## src/rtl/serial_pattern_matcher_if.sv

```systemverilog
// Bus bundle for serial_pattern_matcher: serial bit stream, pattern load/control
// inputs and the match/count/armed status outputs.
interface serial_pattern_matcher_if #(
    parameter int PAT_W = 8,
    parameter int CNT_W = 8
);
    logic             data_in;
    logic             input_valid;
    logic [PAT_W-1:0] pattern;
    logic [PAT_W-1:0] mask;
    logic             load_pattern;
    logic             overlap_en;
    logic             count_clr;
    logic             match;
    logic [CNT_W-1:0] match_count;
    logic             armed;

    modport master (
        output data_in, input_valid, pattern, mask, load_pattern, overlap_en, count_clr,
        input  match, match_count, armed
    );

    modport slave (
        input  data_in, input_valid, pattern, mask, load_pattern, overlap_en, count_clr,
        output match, match_count, armed
    );
endinterface

```

## src/rtl/serial_pattern_matcher.sv

```systemverilog
// Serial pattern matcher: masked compare of a valid-qualified bit stream against a
// loadable pattern, with overlap control and a saturating match counter.
module serial_pattern_matcher #(
    parameter int PAT_W = 8,
    parameter int CNT_W = 8
) (
    input  logic                     clk,
    input  logic                     rst,
    serial_pattern_matcher_if.slave  bus
);
    localparam int FILL_W = $clog2(PAT_W + 1);

    logic [PAT_W-1:0]  shift_reg;
    logic [PAT_W-1:0]  next_shift;
    logic [PAT_W-1:0]  pat_reg;
    logic [PAT_W-1:0]  mask_reg;
    logic [FILL_W-1:0] fill_cnt;
    logic [FILL_W-1:0] fill_nxt;
    logic [CNT_W-1:0]  count_reg;
    logic [CNT_W-1:0]  count_nxt;
    logic              match_reg;
    logic              hit;

    // hit looks at the window including the bit being sampled this cycle
    always_comb begin
        next_shift = {shift_reg[PAT_W-2:0], bus.data_in};
        hit        = bus.input_valid
                     && (fill_cnt >= FILL_W'(PAT_W - 1))
                     && (((next_shift ^ pat_reg) & mask_reg) == '0);

        fill_nxt = fill_cnt;
        if (bus.input_valid) begin
            if (hit && !bus.overlap_en) begin
                fill_nxt = '0;
            end else if (fill_cnt != FILL_W'(PAT_W)) begin
                fill_nxt = fill_cnt + FILL_W'(1);
            end
        end

        count_nxt = count_reg;
        if (bus.count_clr) begin
            count_nxt = '0;
        end else if (hit && (count_reg != '1)) begin
            count_nxt = count_reg + CNT_W'(1);
        end
    end

    always_ff @(posedge clk or negedge rst) begin
        if (!rst) begin
            shift_reg <= '0;
            fill_cnt  <= '0;
            pat_reg   <= '0;
            mask_reg  <= '1;
            match_reg <= 1'b0;
            count_reg <= '0;
        end else begin
            if (bus.input_valid) begin
                shift_reg <= next_shift;
            end
            fill_cnt  <= fill_nxt;
            match_reg <= hit;
            count_reg <= count_nxt;
            // same-cycle compare above already used the old pattern/mask
            if (bus.load_pattern) begin
                pat_reg  <= bus.pattern;
                mask_reg <= bus.mask;
            end
        end
    end

    assign bus.match       = match_reg;
    assign bus.match_count = count_reg;
    assign bus.armed       = (fill_cnt == FILL_W'(PAT_W));
endmodule

```

## src/flat_wrapper.sv

```systemverilog
// flat-port wrapper written by rule: the top's interface ports become plain ports
module serial_pattern_matcher_flat 
#(
    parameter int PAT_W = 8,
    parameter int CNT_W = 8
)
  (clk, rst, bus_data_in, bus_input_valid, bus_pattern, bus_mask, bus_load_pattern, bus_overlap_en, bus_count_clr, bus_match, bus_match_count, bus_armed);
  serial_pattern_matcher_if #(.PAT_W(PAT_W), .CNT_W(CNT_W)) bus_i ();
  input  logic clk;
  input  logic rst;
  input wire logic [$bits(bus_i.data_in)-1:0] bus_data_in;
  input wire logic [$bits(bus_i.input_valid)-1:0] bus_input_valid;
  input wire logic [$bits(bus_i.pattern)-1:0] bus_pattern;
  input wire logic [$bits(bus_i.mask)-1:0] bus_mask;
  input wire logic [$bits(bus_i.load_pattern)-1:0] bus_load_pattern;
  input wire logic [$bits(bus_i.overlap_en)-1:0] bus_overlap_en;
  input wire logic [$bits(bus_i.count_clr)-1:0] bus_count_clr;
  output wire logic [$bits(bus_i.match)-1:0] bus_match;
  output wire logic [$bits(bus_i.match_count)-1:0] bus_match_count;
  output wire logic [$bits(bus_i.armed)-1:0] bus_armed;
  assign bus_i.data_in = bus_data_in;
  assign bus_i.input_valid = bus_input_valid;
  assign bus_i.pattern = bus_pattern;
  assign bus_i.mask = bus_mask;
  assign bus_i.load_pattern = bus_load_pattern;
  assign bus_i.overlap_en = bus_overlap_en;
  assign bus_i.count_clr = bus_count_clr;
  assign bus_match = bus_i.match;
  assign bus_match_count = bus_i.match_count;
  assign bus_armed = bus_i.armed;
  serial_pattern_matcher #(.PAT_W(PAT_W), .CNT_W(CNT_W)) u_core (.clk(clk), .rst(rst), .bus(bus_i));
endmodule
```

## config.mk

```make
export PLATFORM = sky130hd
export DESIGN_NAME = serial_pattern_matcher_flat
export DESIGN_NICKNAME = d
export VERILOG_FILES = /design/src/rtl/serial_pattern_matcher_if.sv /design/src/rtl/serial_pattern_matcher.sv /design/src/flat_wrapper.sv
export SDC_FILE = /design/constraint.sdc
export NUM_CORES = 1
export LEC_CHECK = 0
export BUFFER_PORTS_ARGS = -buffer_cell sky130_fd_sc_hd__clkbuf_2
export CORE_AREA = 2 2 63 65
export DETAILED_ROUTE_END_ITERATION = 8
export DIE_AREA = 0 0 65 67
export PLACE_DENSITY_LB_ADDON = 0.1
export SLEW_MARGIN = 20
export SYNTH_ARGS = -nofsm -noshare
export SYNTH_HDL_FRONTEND = slang
export SYNTH_SLANG_ARGS = --single-unit
```

## constraint.sdc

```tcl
create_clock -name clk -period 1.9 [get_ports clk]
set_input_delay 0.38 -clock clk [delete_from_list [all_inputs] [get_ports clk]]
set_output_delay 0.38 -clock clk [all_outputs]
set_load 0.1 [all_outputs]
```

**Word-level counts from Yosys, hierarchy flattened**

Cells that the tools add are included.

- Register bits after elaboration: 36
- Bits in latches: 0
- RAM bits: 0
- ROM bits: 0
- Bits of input ports: 23
- Output and inout port bits: 10
- Logic and storage cells: 27
- Memories kept: 0

- $add $sub $neg: 2
- Multiply operators: 0
- Divide/modulo/power cells: 0
- Order comparisons: 1
- Eq/ne operators: 3
- Shift operators: 0
- Mux-type cells: 4
- Bitwise operators: 2
- Reductions and logical operators: 9

Operator list:

| cell | number |
|---|---|
| $mux W8 | 2 |
| $add A8 B1 Y8 const B | 1 |
| $and A8 B8 Y8 | 1 |
| $logic_not A8 Y1 | 1 |
| $mux W4 | 2 |
| $ne A8 B8 Y1 const B | 1 |
| $xor A8 B8 Y8 | 1 |
| $add A4 B1 Y4 const B | 1 |
| $eq A4 B4 Y1 const B | 1 |
| $ge A4 B3 Y1 const B | 1 |
| $logic_and A1 B1 Y1 | 4 |
| $ne A4 B4 Y1 const B | 1 |
| $reduce_bool A2 Y1 | 2 |
| $reduce_and A2 Y1 | 1 |
| $logic_not A1 Y1 | 1 |

**Depth between registers and ports, before layout**

- Depth after elaboration: 7
- Depth in mapped cells: 7
- Mapped depth without buffers: 7

**Least setup slack after synthesis**

No wires, ideal clock.

- Kind: register to register
- From: reg u_core.fill_cnt[0]
- To: reg u_core.fill_cnt[2]
- Library setup time: 129 ps
- Arrival: 2,302 ps
- Data required time: 1,771 ps
- Path slack: -531 ps
- Stages on the path, launching flop included: 8
- Cell sequence: dfrtp_1 inv_1 ha_1 nand2_1 nor2_1 nor2_1 nand3b_1 a21oi_1

- Cells in the longest elaborated chain, start to end: 6
- Elaborated cells between the ends (all ways): 10

RTL lines:

| what | RTL line | RTL |
|---|---|---|
| start: declaration | serial_pattern_matcher.sv:17 | `logic [FILL_W-1:0] fill_cnt;` |
| start signal: assignment | serial_pattern_matcher.sv:60 | `fill_cnt <= fill_nxt;` |
| $ge A4 B3 Y1 | serial_pattern_matcher.sv:28 | `&& (fill_cnt >= FILL_W'(PAT_W - 1))` |
| $logic_and A1 B1 Y1 | serial_pattern_matcher.sv:28 |  |
| $logic_and A1 B1 Y1 | serial_pattern_matcher.sv:29 | `&& (((next_shift ^ pat_reg) & mask_reg) == '0);` |
| $logic_and A1 B1 Y1 | serial_pattern_matcher.sv:33 | `if (hit && !bus.overlap_en) begin` |
| $reduce_bool A2 Y1 (no source line) | -- |  |
| $reduce_and A2 Y1 (no source line) | -- |  |

Several ways; a longest one is shown, not always the timed one. The select of a mux whose other input is x is not followed.
A chain may end at the register's enable or synchronous reset.

**Worst setup path after layout**

- From: reg u_core.shift_reg[2]
- To: reg u_core.count_reg[5], in the netlist u_core.bus.match_count[5]

- Cells in the longest elaborated chain, start to end: 6

RTL lines:

| what | RTL line | RTL |
|---|---|---|
| start: declaration | serial_pattern_matcher.sv:13 | `logic [PAT_W-1:0] shift_reg;` |
| start signal: assignment | serial_pattern_matcher.sv:58 | `shift_reg <= next_shift;` |
| $xor A8 B8 Y8 | serial_pattern_matcher.sv:29 |  |
| $and A8 B8 Y8 | serial_pattern_matcher.sv:29 |  |
| $logic_not A8 Y1 | serial_pattern_matcher.sv:29 |  |
| $logic_and A1 B1 Y1 | serial_pattern_matcher.sv:29 |  |
| $logic_and A1 B1 Y1 | serial_pattern_matcher.sv:43 | `end else if (hit && (count_reg != '1)) begin` |
| $reduce_bool A2 Y1 (no source line) | -- |  |
| end signal: assignment | serial_pattern_matcher.sv:62 | `count_reg <= count_nxt;` |
| end: declaration | serial_pattern_matcher.sv:19 | `logic [CNT_W-1:0] count_reg;` |

No other way between the ends.

==> summary.md <==
| Metric | Value |
|---|---|
| Num CTS Buffers | 5 |
| TritonRoute pass-1 iters | 5 |
| WHS | 0.121 ns |
| Crit-path leading delay family | compound AO/OA/AOI/OAI gates |
| I/O Pins | 33 |
| Final core occ | 61.1% |
| CP max-delay cell | dfrtp_1 |
| Drt drc | 0 |
| Yosys reg bits | 36 |
| Most frequent cells after synthesis | dfrtp_1, mux2_2, a21oi_1, dfstp_2, xor2_1 |
| Post-Synth Adder-Cell Area | 2.24% |
| Crit path required time | 2.10 ns |
| Unique masters post-synth | 32 |
| FFs w/ async S/R, synth | 100% |
| Dominant synthesized flop cell | dfrtp_1 |
| Clock Skew | 0.00328 ns |
| Grt total ovfl | 0 |
| Later-pin clock latency in the skew report | 0.28 ns |
| Gate Count Post-Synth | 141 |
| Largest family of logic cells by synthesized area | multiplexers |
| Worst-margin pin slew | 0.543 ns |
| Share of layout cells above drive strength 1 | 56.8% |
| CTS root buf | clkbuf_8 |
| Worst-path maximum fanout | 6 |
| Final setup margin | -0.0826 ns |
| GRT Total Usage | 16.9% |
| Row cnt | 22 |
| Pwr per Cell Area | 1020 nW/µm² |
| Synth top area share | 41.7% |
| TritonCTS clock tree | yes |
| Leakage | 0.975 nW |
| First-pass GRT wire length | 5530 µm |
| Sum Neg Setup Slack | -0.308 ns |
| Antenna cells | 0 |
| Placer Congestion | 0.753 |
| Top cells by area, synth | dfrtp_1, mux2_2, dfstp_2 |
| Tightest Hold Check Type | input pin to asynchronous set/reset pin |
| Post-synthesis compound-gate area fraction | 7.38% |
| Post-synth EDFFs | 0 |
| WL final | 3280 µm |
| Fin. Hold Viols | 0 |
| Dpl ws | -0.201 ns |
| Die Footprint | 4360 µm² |
| Unrepaired setup endpoints after global routing | true |
| TritonCTS Sinks | 36 |
| Largest net degree at the start of global routing | 37 |
| Initial antenna violation count | 0 |
| Post-synth net total | 167 |
| Register area share after synthesis | 54.2% |
| H-tree levels | 2 |
| Worst path cell trace | xor2_1 > a222oi_1 > nand4_1 > buf_6 > buf_6 > or3_4 > a21oi_2 |
| Vias per cell | 5.16 |
| Core Region | 3610 µm² |
| Max cap viols | 0 |
| Fmax | 504 MHz |
| CP dominant cell by count | buf_6 |
| Multiplexer share of the synthesized area | 18.0% |
| Drt wl/cell | 13.8 µm |
| CP endpoint kind | register |
| Final net count | 215 |
| Area growth, synth to finish | 31.2% |
| Synthesized-area fraction occupied by xor and xnor cells | 4.17% |
| Die outline width | 65 µm |
| Worst path bufs/invs | 2 |
| Worst Setup Start Kind | register |
| Arrival time of data at the critical path endpoint | 2.19 ns |
| Final ANT Viol Nets | 0 |
| Mapped Area | 1680 µm² |
| Kind of critical path | register to register |
| Status | complete, but fails checks |
| Clk buf depth | 2 |
| Critical path's largest stage delay | 0.41 ns |
| Minimum clock period | 1.98 ns |
| Failing checks | negative setup slack |
| Final setup fails | 7 |
| Vias in the first global route | 1247 |
| Fin. max-slew vios | 0 |
| Port bufs | 32 |
| Syn_area_per_cell | 11.9 µm² |
| HPWL Detailed | 2360 µm |
| Simple-Gate Fraction of Synth Area | 11.6% |
| Ys Warns | 0 |
| Vias | 1227 |
| VDD IR max | 588 µV |
| Cell taking the most area after synthesis | dfrtp_1 |
| Slew HR | 63.9% |
| Worst-path clk slew | 0.07 ns |
| 1st-iter DRT viols | 60 |
| Die Y | 67 µm |
| Initial Utilization | 46.6% |
| Most common cell in the netlist | dfrtp_1 |
| Final period utilization | 104% |
-- what timing repair did --
item | in CTS | in global routing
setup endpoints to repair | 8 | 9
buffers inserted | 2 | 2
gates resized for setup | 9 | 7
hold buffers | 0 | 0
pin swaps | 5 | 6
-- cell usage in the layout, fill, tap and decap left out, drive strengths merged --
cell type | synthesis | routed
a31oi | 2 | 2
clkbuf | 4 | 36
and2 | 1 | 1
nor2b | 3 | 3
and4 | 1 | 1
xor2 | 8 | 8
dfstp | 8 | 8
dfrtp | 28 | 28
nor3b | 1 | 1
a21oi | 8 | 8
o22ai | 1 | 1
nand4 | 1 | 1
and2b | 1 | 1
o21ai | 5 | 5
nand2b | 2 | 2
nor3 | 1 | 1
buf | 1 | 15
nand3b | 1 | 1
mux2i | 1 | 1
a22oi | 2 | 2
or3b | 1 | 1
ha | 3 | 3
a211oi | 1 | 1
clkinv | 0 | 1
clkinvlp | 0 | 1
nor4 | 1 | 1
a222oi | 1 | 1
o21bai | 1 | 1
nand3 | 4 | 4
nand2 | 7 | 7
bufinv | 0 | 1
mux2 | 26 | 26
nor2 | 7 | 7
or3 | 4 | 4
inv | 5 | 5
-- per-stage QoR --
stage	instance area [µm²]	std cells	power [W]
6_report	2200	238	0.00224
5_1_grt	2200	238	0.00236
4_1_cts	2160	236	0.00222
3_5_place_dp	1990	226	0.00154
3_3_place_gp	1990	226	0.00152
2_1_floorplan	1700	141	0.00133
-- worst paths after layout --
| path | cells past startpoint | slack [ns] | to | start |
|---|---|---|---|---|
| setup / recovery | 7 | -0.08 | u_core.bus.match_count[5]$_DFFE_PN0P_ | u_core.shift_reg[2]$_DFFE_PN0P_ |
| setup reg to reg | 7 | -0.08 | u_core.bus.match_count[5]$_DFFE_PN0P_ | u_core.shift_reg[2]$_DFFE_PN0P_ |
| hold / removal | 2 | 0.12 | u_core.fill_cnt[3]$_DFFE_PN0P_ | rst |
| hold reg to reg | 1 | 0.53 | u_core.pat_reg[0]$_DFFE_PN0P_ | u_core.pat_reg[0]$_DFFE_PN0P_ |
| max in group asynchronous | 2 | 1.42 | u_core.bus.match_count[0]$_DFFE_PN0P_ | rst |
| min in group clk | 2 | 0.33 | u_core.pat_reg[7]$_DFFE_PN0P_ | bus_pattern[7] |
-- area by class of cell --
class	count	area, µm²
Multi-Input combinational cell	95	791
Tap cell	48	60.1
Fill cell	316	1400
Clock inverter	3	42.5
Sequential cell	36	931
Timing Repair Buffer	46	292
Inverter	5	18.8
Clock buffer	5	68.8
-- per-layer routing --
| metal | routed length (µm) | vias to the layer above | GRT usage [%] | part of all wire [%] |
|---|---|---|---|---|
| li1 | - | 594 | - | - |
| met2 | 1760 | 32 | 30.7 | 54 |
| met5 | 0 | - | 0 | 0 |
| met1 | 1320 | 594 | 19.8 | 40 |
| met3 | 161 | 7 | 3.89 | 4.9 |
| met4 | 34 | 0 | 4.79 | 1.0 |
-- cell families after synthesis --
kind of cell,count (synthesis)
adder cells (fa/ha/maj),3
AO/OA/AOI/OAI,21
buffers and inverters,10
AND/OR/NAND/NOR,36
flip-flops,36
XOR/XNOR,8
multiplexers,27
-- worst register-to-register path: stages (launching register included) --
cell and delay, ns:
dfrtp_1 0.41, xor2_1 0.17, a222oi_1 0.41, nand4_1 0.16, buf_6 0.16, buf_6 0.12, or3_4 0.36, a21oi_2 0.12
-- where the power goes --
part           leakage, nW  internal (W)  total, W  switching (W)
Sequential           0.420      0.000897  0.000984      0.0000873
Combinational        0.501      0.000290  0.000604       0.000314
Clock               0.0541      0.000388  0.000651       0.000263
Total                0.975       0.00157   0.00224       0.000664
No activity file was read; power rests on OpenSTA's default activity.
